[config.mk]
export PLATFORM = sky130hd
export DESIGN_NAME = rca_writeback_buffer
export DESIGN_NICKNAME = d
export VERILOG_FILES = /design/src/rtl/rca_writeback_buffer.sv
export SDC_FILE = /design/constraint.sdc
export NUM_CORES = 1
export LEC_CHECK = 0
export CAP_MARGIN = 25
export CORE_MARGIN = 1
export CORE_UTILIZATION = 53
export CTS_CLUSTER_SIZE = 14
export DETAILED_ROUTE_END_ITERATION = 16
export GPL_TIMING_DRIVEN = 0
export PLACE_DENSITY = 0.76
export SLEW_MARGIN = 20
export SYNTH_ARGS = -nofsm -noshare
export SYNTH_HDL_FRONTEND = slang
export SYNTH_SLANG_ARGS = --single-unit
[constraint.sdc]
create_clock -name clk -period 3.1 [get_ports clk]
set_input_delay 0.62 -clock clk [delete_from_list [all_inputs] [get_ports clk]]
set_output_delay 0.62 -clock clk [all_outputs]
set_load 0.005 [all_outputs]
[src/rtl/rca_writeback_buffer.sv]
// Writeback buffer between RCA units and the CPU writeback port: per-unit FIFOs,
// round-robin arbitration, and serialisation of each instruction into per-register beats.
module rca_writeback_buffer #(
    parameter int XLEN            = 32,
    parameter int NUM_RCAS        = 2,
    parameter int NUM_WRITE_PORTS = 2,
    parameter int FIFO_DEPTH      = 4,
    parameter int ID_W            = 3,
    localparam int PIDX_W = (NUM_WRITE_PORTS > 1) ? $clog2(NUM_WRITE_PORTS) : 1
) (
    input  logic                                     clk,
    input  logic                                     rst,
    input  logic                                     flush,
    input  logic [NUM_RCAS-1:0]                      rca_done,
    input  logic [NUM_RCAS*ID_W-1:0]                 rca_id,
    input  logic [NUM_RCAS*NUM_WRITE_PORTS*XLEN-1:0] rca_rd,
    input  logic [NUM_RCAS*NUM_WRITE_PORTS-1:0]      rca_rd_valid,
    output logic [NUM_RCAS-1:0]                      rca_ack,
    output logic [NUM_RCAS-1:0]                      rca_fifo_full,
    output logic                                     wb_done,
    output logic [ID_W-1:0]                          wb_id,
    output logic [XLEN-1:0]                          wb_data,
    output logic [PIDX_W-1:0]                        wb_port_idx,
    output logic                                     wb_we,
    output logic                                     wb_last,
    input  logic                                     wb_ack
);

    localparam int NWP   = NUM_WRITE_PORTS;
    localparam int PTR_W = $clog2(FIFO_DEPTH);
    localparam int CNT_W = PTR_W + 1;
    localparam int RR_W  = (NUM_RCAS > 1) ? $clog2(NUM_RCAS) : 1;

    typedef logic [NWP-1:0] mask_t;
    typedef logic [NWP-1:0][XLEN-1:0] data_t;
    typedef enum logic {IDLE, SEND} state_t;

    localparam mask_t            MASK_ONE = mask_t'(1);
    localparam logic [PTR_W-1:0] PTR_ONE  = PTR_W'(1);
    localparam logic [CNT_W-1:0] CNT_ONE  = CNT_W'(1);
    localparam logic [CNT_W-1:0] CNT_FULL = CNT_W'(FIFO_DEPTH);
    localparam logic [RR_W-1:0]  RR_ONE   = RR_W'(1);
    localparam logic [RR_W-1:0]  RR_LAST  = RR_W'(NUM_RCAS - 1);

    logic [ID_W-1:0]  inId   [NUM_RCAS];
    mask_t            inMask [NUM_RCAS];
    data_t            inData [NUM_RCAS];

    logic [ID_W-1:0]  idMem_q   [NUM_RCAS][FIFO_DEPTH];
    mask_t            maskMem_q [NUM_RCAS][FIFO_DEPTH];
    data_t            dataMem_q [NUM_RCAS][FIFO_DEPTH];
    logic [PTR_W-1:0] head_q    [NUM_RCAS];
    logic [PTR_W-1:0] tail_q    [NUM_RCAS];
    logic [CNT_W-1:0] count_q   [NUM_RCAS];

    state_t           state_q;
    logic [ID_W-1:0]  holdId_q;
    mask_t            holdMask_q;
    data_t            holdData_q;
    logic [RR_W-1:0]  rr_q;

    logic [NUM_RCAS-1:0] avail;
    logic [NUM_RCAS-1:0] pop;
    logic                anyAvail;
    logic                found;
    logic [RR_W-1:0]     grant;
    logic [RR_W-1:0]     cand;
    logic [PTR_W-1:0]    headPtr;
    logic [ID_W-1:0]     loadId;
    mask_t               loadMask;
    data_t               loadData;
    logic                load;
    logic [PIDX_W-1:0]   idx;
    logic                beatLast;
    logic                send;

    always_comb begin
        for (int i = 0; i < NUM_RCAS; i++) begin
            inId[i]          = rca_id[i*ID_W +: ID_W];
            inMask[i]        = rca_rd_valid[i*NWP +: NWP];
            inData[i]        = rca_rd[i*NWP*XLEN +: NWP*XLEN];
            rca_fifo_full[i] = (count_q[i] == CNT_FULL);
            rca_ack[i]       = rca_done[i] & (count_q[i] != CNT_FULL) & ~flush & ~rst;
        end
    end

    // A delivery accepted this cycle is already eligible for the grant, so an idle
    // block produces its first beat on the very next cycle.
    always_comb begin
        for (int i = 0; i < NUM_RCAS; i++) begin
            avail[i] = (count_q[i] != '0) | rca_ack[i];
        end
    end

    always_comb begin
        grant = '0;
        cand  = '0;
        found = 1'b0;
        for (int off = 0; off < NUM_RCAS; off++) begin
            cand = RR_W'((int'(rr_q) + off) % NUM_RCAS);
            if (!found && avail[cand]) begin
                grant = cand;
                found = 1'b1;
            end
        end
        anyAvail = |avail;
        headPtr  = head_q[grant];
        if (count_q[grant] != '0) begin
            loadId   = idMem_q[grant][headPtr];
            loadMask = maskMem_q[grant][headPtr];
            loadData = dataMem_q[grant][headPtr];
        end else begin
            loadId   = inId[grant];
            loadMask = inMask[grant];
            loadData = inData[grant];
        end
    end

    assign load = ~flush & anyAvail & ((state_q == IDLE) | (wb_ack & beatLast));

    always_comb begin
        for (int i = 0; i < NUM_RCAS; i++) begin
            pop[i] = load & (grant == RR_W'(i));
        end
    end

    // Beat decode: the lowest remaining mask bit is the slot written this cycle.
    always_comb begin
        idx = '0;
        for (int j = NWP - 1; j >= 0; j--) begin
            if (holdMask_q[j]) idx = PIDX_W'(j);
        end
        beatLast    = ((holdMask_q & (holdMask_q - MASK_ONE)) == '0);
        send        = (state_q == SEND);
        wb_done     = send;
        wb_id       = send ? holdId_q : '0;
        wb_we       = send & (holdMask_q != '0);
        wb_port_idx = wb_we ? idx : '0;
        wb_data     = wb_we ? holdData_q[idx] : '0;
        wb_last     = send & beatLast;
    end

    always_ff @(posedge clk or posedge rst) begin
        if (rst) begin
            for (int i = 0; i < NUM_RCAS; i++) begin
                head_q[i]  <= '0;
                tail_q[i]  <= '0;
                count_q[i] <= '0;
            end
        end else if (flush) begin
            for (int i = 0; i < NUM_RCAS; i++) begin
                head_q[i]  <= '0;
                tail_q[i]  <= '0;
                count_q[i] <= '0;
            end
        end else begin
            for (int i = 0; i < NUM_RCAS; i++) begin
                if (rca_ack[i]) tail_q[i] <= tail_q[i] + PTR_ONE;
                if (pop[i])     head_q[i] <= head_q[i] + PTR_ONE;
                if (rca_ack[i] && !pop[i]) begin
                    count_q[i] <= count_q[i] + CNT_ONE;
                end else if (pop[i] && !rca_ack[i]) begin
                    count_q[i] <= count_q[i] - CNT_ONE;
                end
            end
        end
    end

    always_ff @(posedge clk) begin
        for (int i = 0; i < NUM_RCAS; i++) begin
            if (rca_ack[i]) begin
                idMem_q[i][tail_q[i]]   <= inId[i];
                maskMem_q[i][tail_q[i]] <= inMask[i];
                dataMem_q[i][tail_q[i]] <= inData[i];
            end
        end
    end

    always_ff @(posedge clk or posedge rst) begin
        if (rst) begin
            state_q    <= IDLE;
            holdId_q   <= '0;
            holdMask_q <= '0;
            holdData_q <= '0;
            rr_q       <= '0;
        end else if (flush) begin
            state_q <= IDLE;
        end else if (load) begin
            state_q    <= SEND;
            holdId_q   <= loadId;
            holdMask_q <= loadMask;
            holdData_q <= loadData;
            rr_q       <= (grant == RR_LAST) ? '0 : grant + RR_ONE;
        end else if (state_q == SEND && wb_ack) begin
            if (beatLast) begin
                state_q <= IDLE;
            end else begin
                holdMask_q <= holdMask_q & (holdMask_q - MASK_ONE);
            end
        end
    end

endmodule

==> results.json <==
{
  "layout_commonest_cell": "edfxtp_1",
  "antenna_found_initial": 9,
  "seq_area_frac_synth_pct": 71.64,
  "drv_slew": 0,
  "cp-startpoint": "rca_done[1]",
  "status": "finished, final reports clean",
  "antenna_left": 0,
  "ys_warn_count": 0,
  "core_area_um2": 48150,
  "worst-path-buf-inv": 3,
  "syn_area_um2": 26110,
  "areaGrowthSynthToFinish_pct": 20.02,
  "ys_types": 54,
  "r2r_start": "holdMask_q[1]",
  "required_ps": 2480,
  "max_slew_margin_pct": 35.02,
  "htreeDepth": 3,
  "cts.path.max_buffers": 3,
  "setup_viol": 0,
  "die_h_um": 223.9,
  "cts-buffers-inserted": 66,
  "cp.arrival_ps": 2460,
  "grt_pass1_vias": 15800,
  "start_util_pct": 54.23,
  "synth_top_area_cell": "edfxtp_1",
  "rows": 80,
  "dp_hpwl_um": 44720,
  "final_cell_mix": "edfxtp_1 (552), clkdlybuf4s50_1 (170), mux4_2 (138)",
  "viasPerCell": 6.373,
  "instances_no_fill": 2394,
  "clk_pin_slew_worst_paths_ps": 60,
  "crit_type": "in2out",
  "grt-ovfl-total": 0,
  "die_area_um2": 50150,
  "skew_ps": 18.07,
  "critPathTopFamily": "buffers and inverters",
  "finalCritPeriodShare_pct": 99.23,
  "drcViolationCount": 0,
  "dr.pass1.iters": 5,
  "cpPeakStageDelay_ps": 570,
  "via_count": 15260,
  "finalWirelength_um": 68380,
  "synth_edf_count": 552,
  "cts_root_buffer": "clkbuf_16",
  "worstSetupStartpointType": "input pin",
  "grt_max_degree": 67,
  "worstSkewPairLatency_ps": 590,
  "leakage_nw": 10.53,
  "max_freq_ghz": 0.3251,
  "grt_pass1_wl_um": 101600,
  "io_buffers": 186,
  "path_cells": "clkdlybuf4s50_1, or3b_4, nor2_2, clkbuf_4, clkdlybuf4s15_1",
  "cts_tree": "done",
  "drive_above_1_share_pct": 19.15,
  "synth_area_leaders": "edfxtp_1 (63%), mux4_2 (12%), dfrtp_1 (8.1%), mux2i_1 (2.8%), o2111ai_1 (2.3%)",
  "ioPinCount": 187,
  "period_needed_ps": 3076,
  "synth_top_area_share_pct": 63.49,
  "crit_path_end_kind": "output pin",
  "powerDensity_nw_per_um2": 841.9,
  "gp_congestion": 0.8951,
  "dp_cells": 2268,
  "crit_path_max_fanout": 10,
  "clock_sinks": 637,
  "syn_area_per_cell_um2": 18.44,
  "avgRoutedWirePerCell_um": 28.56,
  "ys_seq_elements": 637,
  "syn_nets": 1570,
  "drv_cap": 0,
  "vdd_drop_max_mv": 0.4194,
  "track_usage_pct": 28.08,
  "hp-class": "in2async",
  "worst_slew_pin_slew_ps": 974.7,
  "postLayoutCoreUtil_pct": 65.08,
  "synthCells": 1416,
  "hold_viol": 0,
  "fin_nets": 1836,
  "critPathSlowestCell": "clkdlybuf4s50_1",
  "synthFlopType": "edfxtp_1",
  "synthArstFlopShare_pct": 13.34,
  "drt_iter0_markers": 1760,
  "fillCellCount": 3202,
  "die_w_um": 223.9
}
## repair_timing
action	4_1_cts	5_1_grt
buffers inserted	0	1
setup endpoints to repair	178	33
hold buffers	0	0
resized for setup	44	25
## cell families (layout without fill, tap and decap cells)
logic type / count (synthesis) / in the layout / share of synthesized area [%]
DFF: 637 / 637 / 71.64
and+or+nand+nor: 235 / 235 / 4.778
muxes: 213 / 213 / 14.78
AOI/OAI and AO/OA: 194 / 194 / 6.101
buffers and inverters: 122 / 440 / 1.994
adders and majority gates: 10 / 10 / 0.5368
xor gates and xnor gates: 5 / 5 / 0.1678
other: 0 / 4 / 0
## cell type report
type | instances | area [um2] | area share [%]
flip-flops and latches | 637 | 18700 | 59.69
multi-input cells | 657 | 6973 | 22.25
repair buffers | 199 | 2175 | 6.940
clock buffers | 96 | 1878 | 5.993
well taps | 656 | 820.8 | 2.619
plain buffers | 107 | 521.8 | 1.665
clock inverters | 24 | 195.2 | 0.6229
inverters | 14 | 57.56 | 0.1837
diodes | 4 | 10.01 | 0.03194
## synth_stat cells (5+ instances only)
library cell	number
edfxtp_1	552
mux4_2	138
nand2_1	86
dfrtp_1	85
clkbuf_1	76
mux2i_1	74
or3_1	70
o2111ai_1	69
o211ai_1	59
nor2b_1	29
a22oi_1	28
buf_2	23
and2_1	18
inv_1	14
nor2_1	10
o211ai_2	10
ha_1	8
o21ai_0	6
nand2b_1	5
## layer usage
metal  up-vias  wire, um  GRT usage, %
met4         8      2202         10.14
met2       893     32060         43.08
met1      7849     26470         39.18
li1       6361         -             -
met3       147      7595         7.293
met5         -        51             0
## path summary, 6_finish.rpt
check	end	slack, ps	cells past startpoint
min reg2reg	holdData_q[48]	500	2
max reg2reg	count_q[2]	240	11
max in group asynchronous	holdData_q[20]	2170	3
min in group clk	holdData_q[48]	500	2
max	rca_ack[1]	20	5
min	holdData_q[7]	270	2
## flip-flops by register name, indices dropped and copies added, names as in the netlist
| signal | cells |
|---|---|
| holdId_q | 3 |
| holdData_q | 64 |
| dataMem_q | 512 |
| tail_q | 4 |
| holdMask_q | 2 |
| count_q | 6 |
| head_q | 4 |
| maskMem_q | 16 |
| rr_q | 1 |
| idMem_q | 24 |
| wb_done | 1 |
## through the flow
stage	hold slack, ps	TNS (ps)	power, mW	setup WS (ps)	instance area (um2)
2_1_floorplan	457.0	0	15.57	105.4	26120
3_3_place_gp	476.2	-895160	18.41	-1711	28800
3_5_place_dp	486.0	-277230	18.61	-652.0	29080
4_1_cts	237.5	0	26.30	11.50	31230
5_1_grt	269.6	-8.493	27.34	-6.633	31330
6_report	266.0	0	26.38	23.81	31340
## where the power goes
part | switching [mW] | internal (mW) | total [mW]
Clock | 3.18 | 4.46 | 7.64
Sequential | 0.612 | 10.0 | 10.6
Combinational | 4.73 | 3.38 | 8.11
Total | 8.52 | 17.9 | 26.4
## worst register-to-register path: stages (launching register included)
cell	delay [ps]
dfrtp_1	370
buf_6	120
buf_4	180
a21bo_1	260
a221oi_4	310
nand2_2	160
and2_1	200
fa_1	410
inv_1	90
a21oi_1	60
a32o_1	230
a221o_1	350
(Power assumes the default switching activity.)
